$ cat config.mk
export PLATFORM = sky130hd
export DESIGN_NAME = instr_fetch_queue_flat
export DESIGN_NICKNAME = d
export VERILOG_FILES = /design/src/rtl/instr_fetch_queue_if.sv /design/src/rtl/instr_fetch_queue.sv /design/src/flat_wrapper.sv
export SDC_FILE = /design/constraint.sdc
export NUM_CORES = 1
export LEC_CHECK = 0
export BUFFER_PORTS_ARGS = -buffer_cell sky130_fd_sc_hd__buf_2
export CAP_MARGIN = 20
export CELL_PAD_IN_SITES_DETAIL_PLACEMENT = 0
export CELL_PAD_IN_SITES_GLOBAL_PLACEMENT = 1
export CORE_MARGIN = 10
export CORE_UTILIZATION = 30
export CTS_BUF_LIST = sky130_fd_sc_hd__clkbuf_4 sky130_fd_sc_hd__clkbuf_8
export DETAILED_ROUTE_END_ITERATION = 8
export GPL_TIMING_DRIVEN = 0
export PLACE_DENSITY = 0.54
export SYNTH_ARGS = -nofsm -noshare
export SYNTH_HDL_FRONTEND = slang
export SYNTH_SLANG_ARGS = --single-unit
export TNS_END_PERCENT = 1
$ cat constraint.sdc
create_clock -name clk -period 9.28 [get_ports clk]
set_input_delay 1.856 -clock clk [delete_from_list [all_inputs] [get_ports clk]]
set_output_delay 1.856 -clock clk [all_outputs]
set_load 0.005 [all_outputs]
$ cat src/rtl/instr_fetch_queue_if.sv
// ============================================================================
// Module  : instr_fetch_queue_pkg / instr_fetch_queue_if
// Purpose : Entry types and the fetch/issue-side signal bundle of the fetch queue.
// Revision: 1.0 - initial release
// ============================================================================
`default_nettype none

package instr_fetch_queue_pkg;
    typedef struct packed {
        logic        valid;
        logic [31:0] pc;
        logic [31:0] instr;
    } fetch_entry_t;

    typedef logic [1:0] fetch_ack_t;
endpackage

interface instr_fetch_queue_if #(
    parameter int DEPTH = 8
);
    import instr_fetch_queue_pkg::*;

    localparam int CW = $clog2(DEPTH) + 1;

    logic                    flush;
    logic [1:0]              push_valid;
    fetch_entry_t [1:0]      push_entry;
    logic                    push_ready;
    fetch_entry_t [1:0]      fetch_entry;
    fetch_ack_t              fetch_ack;
    logic [CW-1:0]           count;

    // Fetch/issue side drives the strobes; the queue drives status and head entries.
    modport master (
        output flush, push_valid, push_entry, fetch_ack,
        input  push_ready, fetch_entry, count
    );

    modport slave (
        input  flush, push_valid, push_entry, fetch_ack,
        output push_ready, fetch_entry, count
    );
endinterface

`default_nettype wire

$ cat src/rtl/instr_fetch_queue.sv
// ============================================================================
// Module  : instr_fetch_queue
// Purpose : Two-in / two-out circular decoupling buffer between fetch and issue.
//           Optional empty-queue forwarding enabled by FETCH_QUEUE_BYPASS_EN.
// Revision: 1.0 - initial release
// ============================================================================
`default_nettype none

module instr_fetch_queue
    import instr_fetch_queue_pkg::*;
#(
    parameter int DEPTH = 8
) (
    input  wire logic          clk,
    input  wire logic          rst,
    instr_fetch_queue_if.slave bus
);

    localparam int PW = $clog2(DEPTH);
    localparam int CW = PW + 1;
    localparam logic [CW-1:0] c_READY_MAX = CW'(DEPTH - 2);

    fetch_entry_t  r_mem [DEPTH];
    logic [PW-1:0] r_rptr;
    logic [PW-1:0] r_wptr;
    logic [CW-1:0] r_count;

    logic          w_ready;
    logic          w_accept;
    logic [1:0]    w_npush;
    logic [1:0]    w_avail;
    logic [1:0]    w_pop;
    logic [1:0]    w_skip;
    logic          w_wr0;
    logic          w_wr1;
    logic [PW-1:0] w_rptr1;
    logic [PW-1:0] w_wptr1;
    fetch_entry_t  w_slot0;
    fetch_entry_t  w_slot1;
    fetch_entry_t  w_mem0;
    fetch_entry_t  w_mem1;

    // Readiness depends on registered occupancy only, never on this cycle's ack.
    assign w_ready  = (r_count <= c_READY_MAX);
    assign w_accept = w_ready && !bus.flush;
    assign w_npush  = !w_accept     ? 2'd0 :
                      bus.push_valid[1] ? 2'd2 :
                      bus.push_valid[0] ? 2'd1 : 2'd0;

    assign w_rptr1 = r_rptr + PW'(1);
    assign w_wptr1 = r_wptr + PW'(1);

    always_comb begin
        w_mem0       = r_mem[r_rptr];
        w_mem0.valid = 1'b1;
        w_mem1       = r_mem[w_rptr1];
        w_mem1.valid = 1'b1;
    end

`ifdef FETCH_QUEUE_BYPASS_EN
    always_comb begin
        w_slot0 = '0;
        w_slot1 = '0;
        w_avail = 2'd0;
        if (r_count >= CW'(2)) begin
            w_slot0 = w_mem0;
            w_slot1 = w_mem1;
            w_avail = 2'd2;
        end else if (r_count == CW'(1)) begin
            w_slot0 = w_mem0;
            w_avail = 2'd1;
            if (!bus.flush && bus.push_valid[0]) begin
                w_slot1       = bus.push_entry[0];
                w_slot1.valid = 1'b1;
                w_avail       = 2'd2;
            end
        end else if (!bus.flush) begin
            if (bus.push_valid[0]) begin
                w_slot0       = bus.push_entry[0];
                w_slot0.valid = 1'b1;
                w_avail       = 2'd1;
            end
            if (bus.push_valid[1]) begin
                w_slot1       = bus.push_entry[1];
                w_slot1.valid = 1'b1;
                w_avail       = 2'd2;
            end
        end
    end

    // Forwarded entries consumed this cycle are never stored; the read pointer
    // still advances past their positions so pointer and count stay coherent.
    always_comb begin
        w_skip = 2'd0;
        if (r_count < CW'(2) && CW'(w_pop) > r_count)
            w_skip = w_pop - r_count[1:0];
    end
`else
    always_comb begin
        w_slot0 = '0;
        w_slot1 = '0;
        w_avail = 2'd0;
        if (r_count >= CW'(1)) begin
            w_slot0 = w_mem0;
            w_avail = 2'd1;
        end
        if (r_count >= CW'(2)) begin
            w_slot1 = w_mem1;
            w_avail = 2'd2;
        end
    end

    assign w_skip = 2'd0;
`endif

    assign w_pop = (bus.fetch_ack > w_avail) ? w_avail : bus.fetch_ack;

    assign w_wr0 = w_accept && bus.push_valid[0] && (w_skip == 2'd0);
    assign w_wr1 = w_accept && bus.push_valid[1] && (w_skip != 2'd2);

    assign bus.fetch_entry[0] = w_slot0;
    assign bus.fetch_entry[1] = w_slot1;
    assign bus.push_ready     = w_ready;
    assign bus.count          = r_count;

    always_ff @(posedge clk or posedge rst) begin
        if (rst) begin
            r_rptr  <= '0;
            r_wptr  <= '0;
            r_count <= '0;
        end else if (bus.flush) begin
            r_rptr  <= '0;
            r_wptr  <= '0;
            r_count <= '0;
        end else begin
            r_rptr  <= r_rptr + PW'(w_pop);
            r_wptr  <= r_wptr + PW'(w_npush);
            r_count <= r_count + CW'(w_npush) - CW'(w_pop);
        end
    end

    // Storage needs no reset: outputs are gated by occupancy.
    always_ff @(posedge clk) begin
        if (w_wr0)
            r_mem[r_wptr] <= bus.push_entry[0];
        if (w_wr1)
            r_mem[w_wptr1] <= bus.push_entry[1];
    end

endmodule

`default_nettype wire

$ cat src/flat_wrapper.sv
// flat-port wrapper written by rule: the top's interface ports become plain ports
module instr_fetch_queue_flat import instr_fetch_queue_pkg::*;
#(
    parameter int DEPTH = 8
)
  (clk, rst, bus_flush, bus_push_valid, bus_push_entry, bus_fetch_ack, bus_push_ready, bus_fetch_entry, bus_count);
  instr_fetch_queue_if #(.DEPTH(DEPTH)) bus_i ();
  input  wire logic clk;
  input  wire logic rst;
  input wire logic [$bits(bus_i.flush)-1:0] bus_flush;
  input wire logic [$bits(bus_i.push_valid)-1:0] bus_push_valid;
  input wire logic [$bits(bus_i.push_entry)-1:0] bus_push_entry;
  input wire logic [$bits(bus_i.fetch_ack)-1:0] bus_fetch_ack;
  output wire logic [$bits(bus_i.push_ready)-1:0] bus_push_ready;
  output wire logic [$bits(bus_i.fetch_entry)-1:0] bus_fetch_entry;
  output wire logic [$bits(bus_i.count)-1:0] bus_count;
  assign bus_i.flush = bus_flush;
  assign bus_i.push_valid = bus_push_valid;
  assign bus_i.push_entry = bus_push_entry;
  assign bus_i.fetch_ack = bus_fetch_ack;
  assign bus_push_ready = bus_i.push_ready;
  assign bus_fetch_entry = bus_i.fetch_entry;
  assign bus_count = bus_i.count;
  instr_fetch_queue #(.DEPTH(DEPTH)) u_core (.clk(clk), .rst(rst), .bus(bus_i));
endmodule
==> flow_summary_export.csv, run 1 <==
group,metric,value,unit
synthesis,syn_area_per_cell,14.3,um2
clock_tree,numCtsBuffers,103,
pwr,powerDensity,294,nW/um2
worst_setup_path,critPathKind,"flip-flop to output port",
worst_setup_path,required,7420,ps
clock_tree,clk_pin_slew,60,ps
worst_setup_path,r2r-end,"u_core.bus.count[2]$_DFF_PP0_",
floorplanning,std_cell_rows,119,
synthesis,synth_most_common_cell,"edfxtp_1",
clock_tree,cts_tree,"yes",
placed_design,io_buffers,268,
outcome,outcome,"complete, no violations",
final_layout,drive_gt1_share,45.1,%
synthesis,synth_area_leaders,"edfxtp_1 48%, mux2_2 16%, mux2i_1 10%",
synthesis,yosys.area.top_type,"edfxtp_1",
pwr,clkPwrFrac,20.4,%
synthesis,synth_edf_count,512,
worst_setup_path,crit_path_top_delay_cell,"a2111oi_0",
sta,tns,0,ps
synthesis,seq_area_frac_synth,48.7,%
global_routing,grt-ovfl-total,0,
synthesis,synthArstFlopShare,1.92,%
detailed_routing,ant_nets,0,
clock_tree,cts-htree-levels,3,
floorplanning,core-area,106000,um2
detailed_routing,via_count,22220,
sta,finalClockSkew,57.0,ps
sta,tightest_slew,1320,ps
clock_tree,clockBufferDepth,3,
pwr,netSwitchingFraction,44.3,%
synthesis,yosys_warnings,0,
floorplanning,dieArea,120000,um2
run,cap_viol_max_count,0,
clock_tree,cts.root.buffer_cell,"clkbuf_8",
global_routing,antenna_found_initial,32,
pwr,switching_power,4.94,mW
detailed_routing,route.detailed.drc,0,
synthesis,synth_cell_types,47,
sta,final_hold_viol_count,0,
worst_setup_path,worst_path_largest_cell_delay,1020,ps
detailed_routing,drt_iter0_drc,1715,
floorplanning,initial_core_util,30.3,%
worst_setup_path,crit_chain,"ha_1, buf_2, buf_4, buf_2, buf_2, a211oi_1, a2111oi_0, buf_2",
worst_setup_path,path_common_cell,"buf_2",
min_path,hold_path.class,"flip-flop to flip-flop",
detailed_routing,via_per_inst,5.37,
worst_setup_path,arrival,4310,ps
placed_design,place_congestion,0.812,
worst_setup_path,reg2reg_setup_slack,4270,ps
detailed_routing,avgRoutedWirePerCell,29.6,um
final_layout,area_growth,18.3,%
pwr,combPwrFrac,54.1,%
synthesis,ys.flop_type,"edfxtp_1",
clock_tree,cts_setup_buffers,0,
pwr,p_leak,13.4,nW
worst_setup_path,crit_end,"bus_fetch_entry[81]",
synthesis,synth.net_count,2402,
sta,setup_viol,0,
worst_setup_path,r2r-start,"u_core.bus.count[2]$_DFF_PP0_",
global_routing,track_usage,19.5,%
synthesis,syn_area,32100,um2
sta,worst_slack,3120,ps
pwr,ir_worst_vdd,0.000148,V
worst_setup_path,critPathCaptureType,"output port",
sta,drv_slew,0,
global_routing,grt_start_max_net_pins,24,
synthesis,netlist.area_leader.share,48.0,%
synthesis,synthCells,2247,
final_layout,num-nets-final,2821,
synthesis,synth_top_cells_by_count,"512 x edfxtp_1, 445 x mux2_2, 321 x mux2i_1, 180 x mux2_4, 95 x buf_2",
detailed_routing,drt_pass1_iterations,5,
sta,fin_crit,6160,ps
clock_tree,hold_buffers,0,
floorplanning,die_h,347,um
global_routing,grt_pass1_wl,171000,um
floorplanning,die_w,347,um
detailed_routing,drt-total-wl,122000,um
worst_setup_path,critical_path.max_fanout,10,
sta,rsz0062_at_grt,"no",
sta,max_clock_freq,162,MHz
floorplanning,io_pins,272,
sta,slew_headroom,9.87,%
worst_setup_path,critPathLaunch,"u_core.r_rptr[1]$_DFF_PP0_",
clock_tree,clk_latency,780,ps
synthesis,ys_ff_latch,522,
sta,min_period_over_period,66.4,%
worst_setup_path,worst-r2r-cell-count,15,
clock_tree,cts_resized,0,
placed_design,preCtsSetupSlack,3960,ps
placed_design,hpwl,85100,um
pwr,p_int,6.20,mW
pwr,p_seq_share,25.5,%
worst_setup_path,start_kind,"flip-flop",
clock_tree,cts.sinks,522,
global_routing,grt_pass1_vias,23342,
==> registers in the layout, summed over array words and instances (netlist names) <==
signal	flops
u_core.r_mem	512
u_core.bus.count	4
u_core.r_rptr	3
u_core.r_wptr	3
==> cell families after synthesis <==
logic type / count (synthesis) / share of synthesized area, %
buf+inv: 211 / 4.25
compound gates: 339 / 8.11
fa+ha+maj: 18 / 0.796
mux: 962 / 34.6
xor+xnor: 8 / 0.219
simple gates: 187 / 3.25
flops: 522 / 48.7
==> metal layers <==
layer	GRT usage, %	wire [um]	vias up	part of all wire, %
li1	-	-	9850	-
met2	32.9	58700	757	48
met5	0	231	-	0.19
met4	5.51	2800	34	2.3
met1	24.8	52200	11365	43
met3	4.68	8540	214	7.0
==> worst min-delay path by stage <==
stage	slack (ps)	depth (start not counted)	start	end
after floorplan	610	3	u_core.r_rptr[2]$_DFF_PP0_	u_core.r_rptr[2]$_DFF_PP0_
after global placement	640	3	u_core.r_rptr[2]$_DFF_PP0_	u_core.r_rptr[2]$_DFF_PP0_
after detailed placement	660	3	u_core.r_rptr[2]$_DFF_PP0_	u_core.r_rptr[2]$_DFF_PP0_
after CTS	680	3	u_core.r_rptr[2]$_DFF_PP0_	u_core.r_rptr[2]$_DFF_PP0_
after global routing	730	3	u_core.r_rptr[2]$_DFF_PP0_	u_core.r_rptr[2]$_DFF_PP0_
final	670	3	u_core.r_rptr[2]$_DFF_PP0_	u_core.r_rptr[2]$_DFF_PP0_
==> area by class of cell <==
cell class / instances / area, um2
antenna: 3 / 7.51
buffer: 196 / 1310
clock buffer: 140 / 1710
clock inverter: 42 / 220
fill: 10312 / 67800
inverter: 15 / 56.3
multi-input combinational: 1514 / 15200
sequential: 522 / 15600
tap: 1391 / 1740
timing repair buffer: 314 / 2120
==> cell usage in the layout (no fill, tap or decap), types with 7 or more instances in the layout <==
| cell type | count |
|---|---|
| a211oi_1 | 64 |
| mux2i_1 | 321 |
| nor2b_1 | 71 |
| a221oi_1 | 64 |
| clkbuf_8 | 105 |
| buf_6 | 8 |
| a21oi_1 | 7 |
| nor2_1 | 11 |
| buf_12 | 32 |
| edfxtp_1 | 512 |
| mux2_4 | 180 |
| clkbuf_4 | 37 |
| a2111oi_0 | 63 |
| a22oi_1 | 64 |
| dfrtp_1 | 10 |
| buf_1 | 11 |
| clkbuf_1 | 54 |
| nand2_1 | 69 |
| ha_1 | 14 |
| buf_8 | 10 |
| buf_2 | 366 |
| clkinv_1 | 34 |
| mux2_2 | 445 |
| inv_1 | 15 |
| buf_4 | 11 |
| buf_16 | 12 |
| o22ai_1 | 66 |
| mux2_1 | 16 |
==> per-stage QoR <==
stage | instances | utilization (%) | hold slack, ps | cell area, um2 | total power [mW]
after global placement | 3906 | 33.2 | 637 | 35100 | 8.83
after detailed placement | 3949 | 34.0 | 664 | 36000 | 8.93
after floorplan | 2247 | - | 607 | 32100 | 6.13
final | 4137 | 35.9 | 674 | 37900 | 11.1
after global routing | 4136 | 35.9 | 728 | 37900 | 11.7
after CTS | 4131 | 35.8 | 676 | 37900 | 11.2
==> worst max-delay path: cells and delay by family (launching register included) <==
family	cells	cell delay (ps)
buffers and inverters	5	1640
DFF	1	460
adders and majority gates	1	330
AOI/OAI and AO/OA	2	1150
==> power by group through the flow <==
| stage | clock network (mW) | logic [mW] | registers, mW |
|---|---|---|---|
| finish | 2.27 | 6.03 | 2.84 |
| global route | 2.44 | 6.36 | 2.86 |
| CTS | 2.34 | 6.05 | 2.84 |
| detailed placement | 0 | 6.04 | 2.89 |
| global placement | 0 | 5.90 | 2.94 |
| floorplan | 0 | 3.24 | 2.89 |
Note: power is estimated with default switching activity, not from simulation.
==> run 2, diff against run 1 <==
clock period = 6 ns   (was 9.28 ns; I/O delays follow)
==> flow_summary_export.csv, run 2 (synthesized netlist as in run 1, its figures left out) <==
group,metric,value,unit
floorplanning,die_h,347,um
placed_design,place_congestion,0.819,
final_layout,largest_register,"u_core.r_mem",
pwr,powerDensity,452,nW/um2
outcome,outcome,"complete, no violations",
clock_tree,cts.root.buffer_cell,"clkbuf_8",
final_layout,layout_commonest_cell,"edfxtp_1",
min_path,hold_path.class,"primary input to asynchronous set/reset pin",
detailed_routing,via_count,22360,
detailed_routing,avgRoutedWirePerCell,29.4,um
clock_tree,cts.sinks,522,
worst_setup_path,critPathCaptureType,"output port",
detailed_routing,ant_nets,0,
final_layout,largest_register_ff_count,512,
run,cap_viol_max_count,0,
detailed_routing,drt_iter0_drc,1868,
clock_tree,clockBufferDepth,3,
sta,slew_headroom,13.5,%
pwr,ir_worst_vdd,0.000232,V
global_routing,track_usage,19.4,%
sta,finalClockSkew,27.2,ps
global_routing,grt_pass1_vias,23408,
sta,rsz0062_at_grt,"no",
clock_tree,cts_resized,0,
worst_setup_path,critical_path.max_fanout,10,
floorplanning,std_cell_rows,119,
pwr,total_power,17.1,mW
worst_setup_path,r2r-start,"u_core.bus.count[2]$_DFF_PP0_",
clock_tree,numCtsBuffers,98,
clock_tree,hold_buffers,0,
clock_tree,cts_setup_buffers,0,
clock_tree,cts-htree-levels,3,
placed_design,hpwl,85100,um
sta,max_clock_freq,178,MHz
sta,final_hold_viol_count,0,
clock_tree,clk_latency,750,ps
clock_tree,cts_tree,"yes",
final_layout,fin_util,35.8,%
detailed_routing,route.detailed.drc,0,
final_layout,fillers,10284,
global_routing,grt_pass1_wl,171000,um
floorplanning,dieArea,120000,um2
final_layout,final_cell_mix,"512 x edfxtp_1, 445 x mux2_2, 364 x buf_2",
worst_setup_path,worst-r2r-cell-count,15,
worst_setup_path,critPathKind,"flip-flop to output port",
floorplanning,die_w,347,um
global_routing,grt_start_max_net_pins,22,
global_routing,grt-ovfl-total,0,
detailed_routing,drt-total-wl,121000,um
worst_setup_path,start_kind,"flip-flop",
worst_setup_path,critPathLaunch,"u_core.bus.count[2]$_DFF_PP0_",
placed_design,io_buffers,268,
sta,setup_viol,0,
floorplanning,core-area,106000,um2
sta,min_period_over_period,93.8,%
sta,tightest_slew,1270,ps
final_layout,drive_gt1_share,45.6,%
floorplanning,io_pins,272,
final_layout,final-seq-area,15600,um2
worst_setup_path,r2r-end,"u_core.bus.count[2]$_DFF_PP0_",
detailed_routing,via_per_inst,5.41,
final_layout,area_growth,18.0,%
worst_setup_path,required,4800,ps
final_layout,multiInputGateArea,15200,um2
clock_tree,clk_pin_slew,60,ps
sta,whs,464,ps
sta,fin_crit,5630,ps
floorplanning,initial_core_util,30.3,%
global_routing,antenna_found_initial,32,
detailed_routing,drt_pass1_iterations,5,
worst_setup_path,reg2reg_setup_slack,1020,ps
pwr,p_leak,13.4,nW
worst_setup_path,arrival,4430,ps
final_layout,num-nets-final,2813,
sta,drv_slew,0,
-- run 2: changes by cell type in the layout (fill, tap and decap cells not counted), moves of 2 or more --
cell / change
buf_2: -2
clkbuf_4: +11
buf_16: -4
clkinv_1: -17
clkbuf_8: -5
clkinv_2: +6
buf_8: +3
inv_12: -2
-- run 2: final cells by class --
class	instances	area share, %
multi-input cells	1514	40.0
well taps	1391	4.60
clock buffers	146	4.55
flip-flops and latches	522	41.3
diodes	4	0.0264
repair buffers	311	5.42
plain buffers	196	3.45
clock inverters	32	0.479
inverters	15	0.149
-- run 2: where the power goes --
group,internal [mW],total (mW),switching (mW)
logic,3.42,9.25,5.83
clock network,1.87,3.46,1.59
registers,4.29,4.40,0.109
total,9.58,17.1,7.53
-- run 2: worst max-delay path by stage --
stage,end,slack [ps],depth (start not counted)
floorplan,u_core.r_mem[3][0]$_DFFE_PP_,-1040,5
global placement,u_core.r_mem[2][36]$_DFFE_PP_,-7430,4
detailed placement,u_core.bus.count[2]$_DFF_PP0_,1030,15
CTS,bus_fetch_entry[44],400,9
global route,bus_fetch_entry[44],220,9
finish,bus_fetch_entry[44],370,9
-- run 2: worst max-delay path, cell delays in order, from the launching register on --
cell and delay, ps:
dfrtp_1 410, inv_1 120, ha_1 190, o21ai_0 90, nand2_1 110, clkbuf_1 840
clkbuf_1 690, nand2_1 110, a221oi_1 850, buf_2 270
-- run 2: through the flow --
| step | worst slack [ps] | instances | area, um2 | setup TNS (ps) |
|---|---|---|---|---|
| floorplan | -1040 | 2247 | 32100 | -132640 |
| global placement | -7430 | 3906 | 35100 | -1965990 |
| detailed placement | 1030 | 3945 | 35900 | 0 |
| CTS | 400 | 4123 | 37800 | 0 |
| global route | 221 | 4130 | 37800 | 0 |
| finish | 369 | 4131 | 37800 | 0 |
-- run 2: routing by layer --
layer	global-route usage (%)	up-vias	share of wire, %	wire (um)
met5	0	-	0.13	163
met4	6.21	26	2.8	3440
met3	4.43	232	7.3	8870
met2	32.7	858	48	58100
met1	24.4	11409	42	50900
li1	-	9835	-	-
==> run 3, diff against run 2 <==
ABC_AREA = 1   (was default)
CORE_ASPECT_RATIO = 1.5   (was default)
PLACE_DENSITY = 0.59   (was 0.54)
==> flow_summary_export.csv, run 3 <==
group,metric,value,unit
outcome,outcome,"complete, no violations",
global_routing,grt_pass1_wl,255000,um
placed_design,dp_cells,6853,
final_layout,multiInputGateArea,15900,um2
sta,min_period_over_period,95.3,%
pwr,clkPwrFrac,21.3,%
global_routing,grt_start_max_net_pins,41,
floorplanning,core-area,119000,um2
clock_tree,clk_pin_slew,60,ps
sta,slew_headroom,21.6,%
synthesis,ys_ff_latch,522,
sta,drv_slew,0,
synthesis,synth.net_count,5289,
sta,whs,379,ps
pwr,p_int,8.60,mW
clock_tree,clk_latency,860,ps
synthesis,synthArstFlopShare,1.92,%
placed_design,placed_area,38700,um2
synthesis,synth_xor_area_share,0.0490,%
detailed_routing,drt-total-wl,182000,um
worst_setup_path,arrival,4520,ps
detailed_routing,ant_nets,0,
global_routing,track_usage,26.5,%
synthesis,synthCells,5134,
sta,final_hold_viol_count,0,
clock_tree,clockBufferDepth,3,
run,cap_viol_max_count,0,
sta,tightest_slew,1170,ps
sta,fin_crit,5720,ps
sta,rsz0062_at_grt,"no",
clock_tree,cts.root.buffer_cell,"clkbuf_8",
placed_design,hpwl,134000,um
placed_design,place_congestion,0.894,
detailed_routing,via_per_inst,5.13,
synthesis,ys.flop_type,"edfxtp_1",
clock_tree,hold_buffers,0,
final_layout,layout_commonest_cell,"nand2_1",
synthesis,synth_area_leaders,"edfxtp_1 43%, nand2_1 17%, nand3_1 12%",
floorplanning,die_h,443,um
pwr,powerDensity,422,nW/um2
clock_tree,cts.sinks,522,
pwr,p_seq_share,25.5,%
final_layout,fillers,13083,
worst_setup_path,required,4800,ps
synthesis,synth_top_cells_by_count,"1628 x nand2_1, 847 x nand3_1, 662 x nor2_1, 512 x edfxtp_1, 414 x inv_1",
worst_setup_path,critPathKind,"flip-flop to output port",
synthesis,synth_cell_types,27,
placed_design,io_buffers,140,
detailed_routing,via_count,36128,
synthesis,yosys.area_share.simple,37.2,%
detailed_routing,drt_iter0_drc,2862,
global_routing,grt-ovfl-total,0,
clock_tree,numCtsBuffers,99,
floorplanning,io_pins,272,
final_layout,largest_register_ff_count,512,
worst_setup_path,critPathCaptureType,"output port",
synthesis,synth_most_common_cell,"nand2_1",
global_routing,grt_pass1_vias,36054,
synthesis,yosys_warnings,0,
synthesis,yosys.area.top_type,"edfxtp_1",
floorplanning,initial_core_util,30.1,%
sta,setup_viol,0,
detailed_routing,route.detailed.drc,0,
final_layout,final_cell_mix,"1620 x nand2_1, 847 x nand3_1, 662 x nor2_1",
pwr,combPwrFrac,53.3,%
pwr,p_leak,19.1,nW
clock_tree,cts_resized,0,
synthesis,syn_area_per_cell,6.96,um2
synthesis,syn_area,35800,um2
synthesis,synthMuxAreaShare,0,%
final_layout,drive_gt1_share,13.1,%
final_layout,area_growth,13.7,%
final_layout,final-seq-area,15600,um2
sta,max_clock_freq,175,MHz
pwr,ir_worst_vdd,0.000186,V
floorplanning,die_w,302,um
final_layout,num-nets-final,5539,
detailed_routing,avgRoutedWirePerCell,25.8,um
global_routing,antenna_found_initial,22,
worst_setup_path,critical_path.max_fanout,10,
sta,worst_slack,283,ps
floorplanning,dieArea,134000,um2
pwr,total_power,17.1,mW
synthesis,synth_edf_count,512,
final_layout,fin_util,34.2,%
synthesis,netlist.area_leader.share,43.0,%
final_layout,largest_register,"u_core.r_mem",
clock_tree,cts_tree,"yes",
final_layout,layoutNonFillerInstCount,7041,
pwr,netSwitchingFraction,49.8,%
detailed_routing,drt_pass1_iterations,5,
worst_setup_path,start_kind,"flip-flop",
clock_tree,cts-htree-levels,3,
final_layout,design_area,40600,um2
sta,finalClockSkew,64.5,ps
synthesis,synth_compound_area_share,6.38,%
sta,tns,0,ps
placed_design,preCtsSetupSlack,1210,ps
clock_tree,cts_setup_buffers,0,
synthesis,yosys.area_share.adder,0.714,%
pwr,switching_power,8.55,mW
synthesis,synth_top_family_by_area,"simple AND/OR/NAND/NOR gates",
floorplanning,std_cell_rows,155,
synthesis,seq_area_frac_synth,43.7,%
min_path,hold_path.class,"primary input to asynchronous set/reset pin",
-- run 3: changes by cell type in the layout (fill, tap and decap cells not counted), sizes merged, moves of 386 or more --
| cell | delta |
|---|---|
| nand3 | +844 |
| nor2 | +644 |
| mux2 | -641 |
| inv | +404 |
| nand2 | +1559 |
| o21ai | +386 |
-- run 3: logic make-up (layout without fill, tap and decap cells) --
logic type                 count (synthesis)  after routing
AOI/OAI and AO/OA                        456            456
other                                      0             10
xor gates and xnor gates                   2              2
and+or+nand+nor                         3209           3209
adders and majority gates                 18             18
DFF                                      522            522
buffers and inverters                    927           1254
-- run 3: area by class of cell --
type	count	area share (%)
well taps	1570	4.83
clock buffers	142	4.16
flip-flops and latches	522	38.5
clock inverters	36	0.511
plain buffers	509	6.69
inverters	418	3.86
multi-input cells	3685	39.1
diodes	10	0.0616
repair buffers	149	2.28
-- run 3: per-layer routing --
layer	up-vias	global-route usage (%)	part of all wire [%]
met5	-	0	0.053
met3	446	3.76	5.5
met1	17341	28.9	37
li1	16962	-	-
met4	16	15.7	5.6
met2	1363	47.8	52
-- run 3: worst paths after layout --
check,depth (start not counted),startpoint,slack (ps),endpoint
max,9,u_core.r_rptr[0]$_DFF_PP0_,280,bus_fetch_entry[31]
min reg2reg,3,u_core.r_wptr[2]$_DFF_PP0_,710,u_core.r_wptr[2]$_DFF_PP0_
min in group clk,2,bus_flush,620,u_core.r_rptr[1]$_DFF_PP0_
min,2,rst,380,u_core.bus.count[3]$_DFF_PP0_
max reg2reg,17,u_core.bus.count[2]$_DFF_PP0_,2130,u_core.bus.count[2]$_DFF_PP0_
max in group asynchronous,2,rst,5320,u_core.r_rptr[0]$_DFF_PP0_
-- run 3: power groups by stage --
stage	clock network (mW)	registers, mW	logic, mW
after floorplan	0	4.43	4.66
after global placement	0	4.47	9.04
after detailed placement	0	4.44	9.10
after CTS	3.68	4.37	9.13
after global routing	3.81	4.39	9.88
final	3.65	4.37	9.13
-- run 3: worst max-delay path, cell delays in order, from the launching register on --
cell     delay (ps)
dfrtp_1         450
buf_2           690
buf_4           380
buf_2           500
buf_2           620
buf_2           480
a21oi_1         170
nor2_1          150
nor2_1          100
buf_2           140
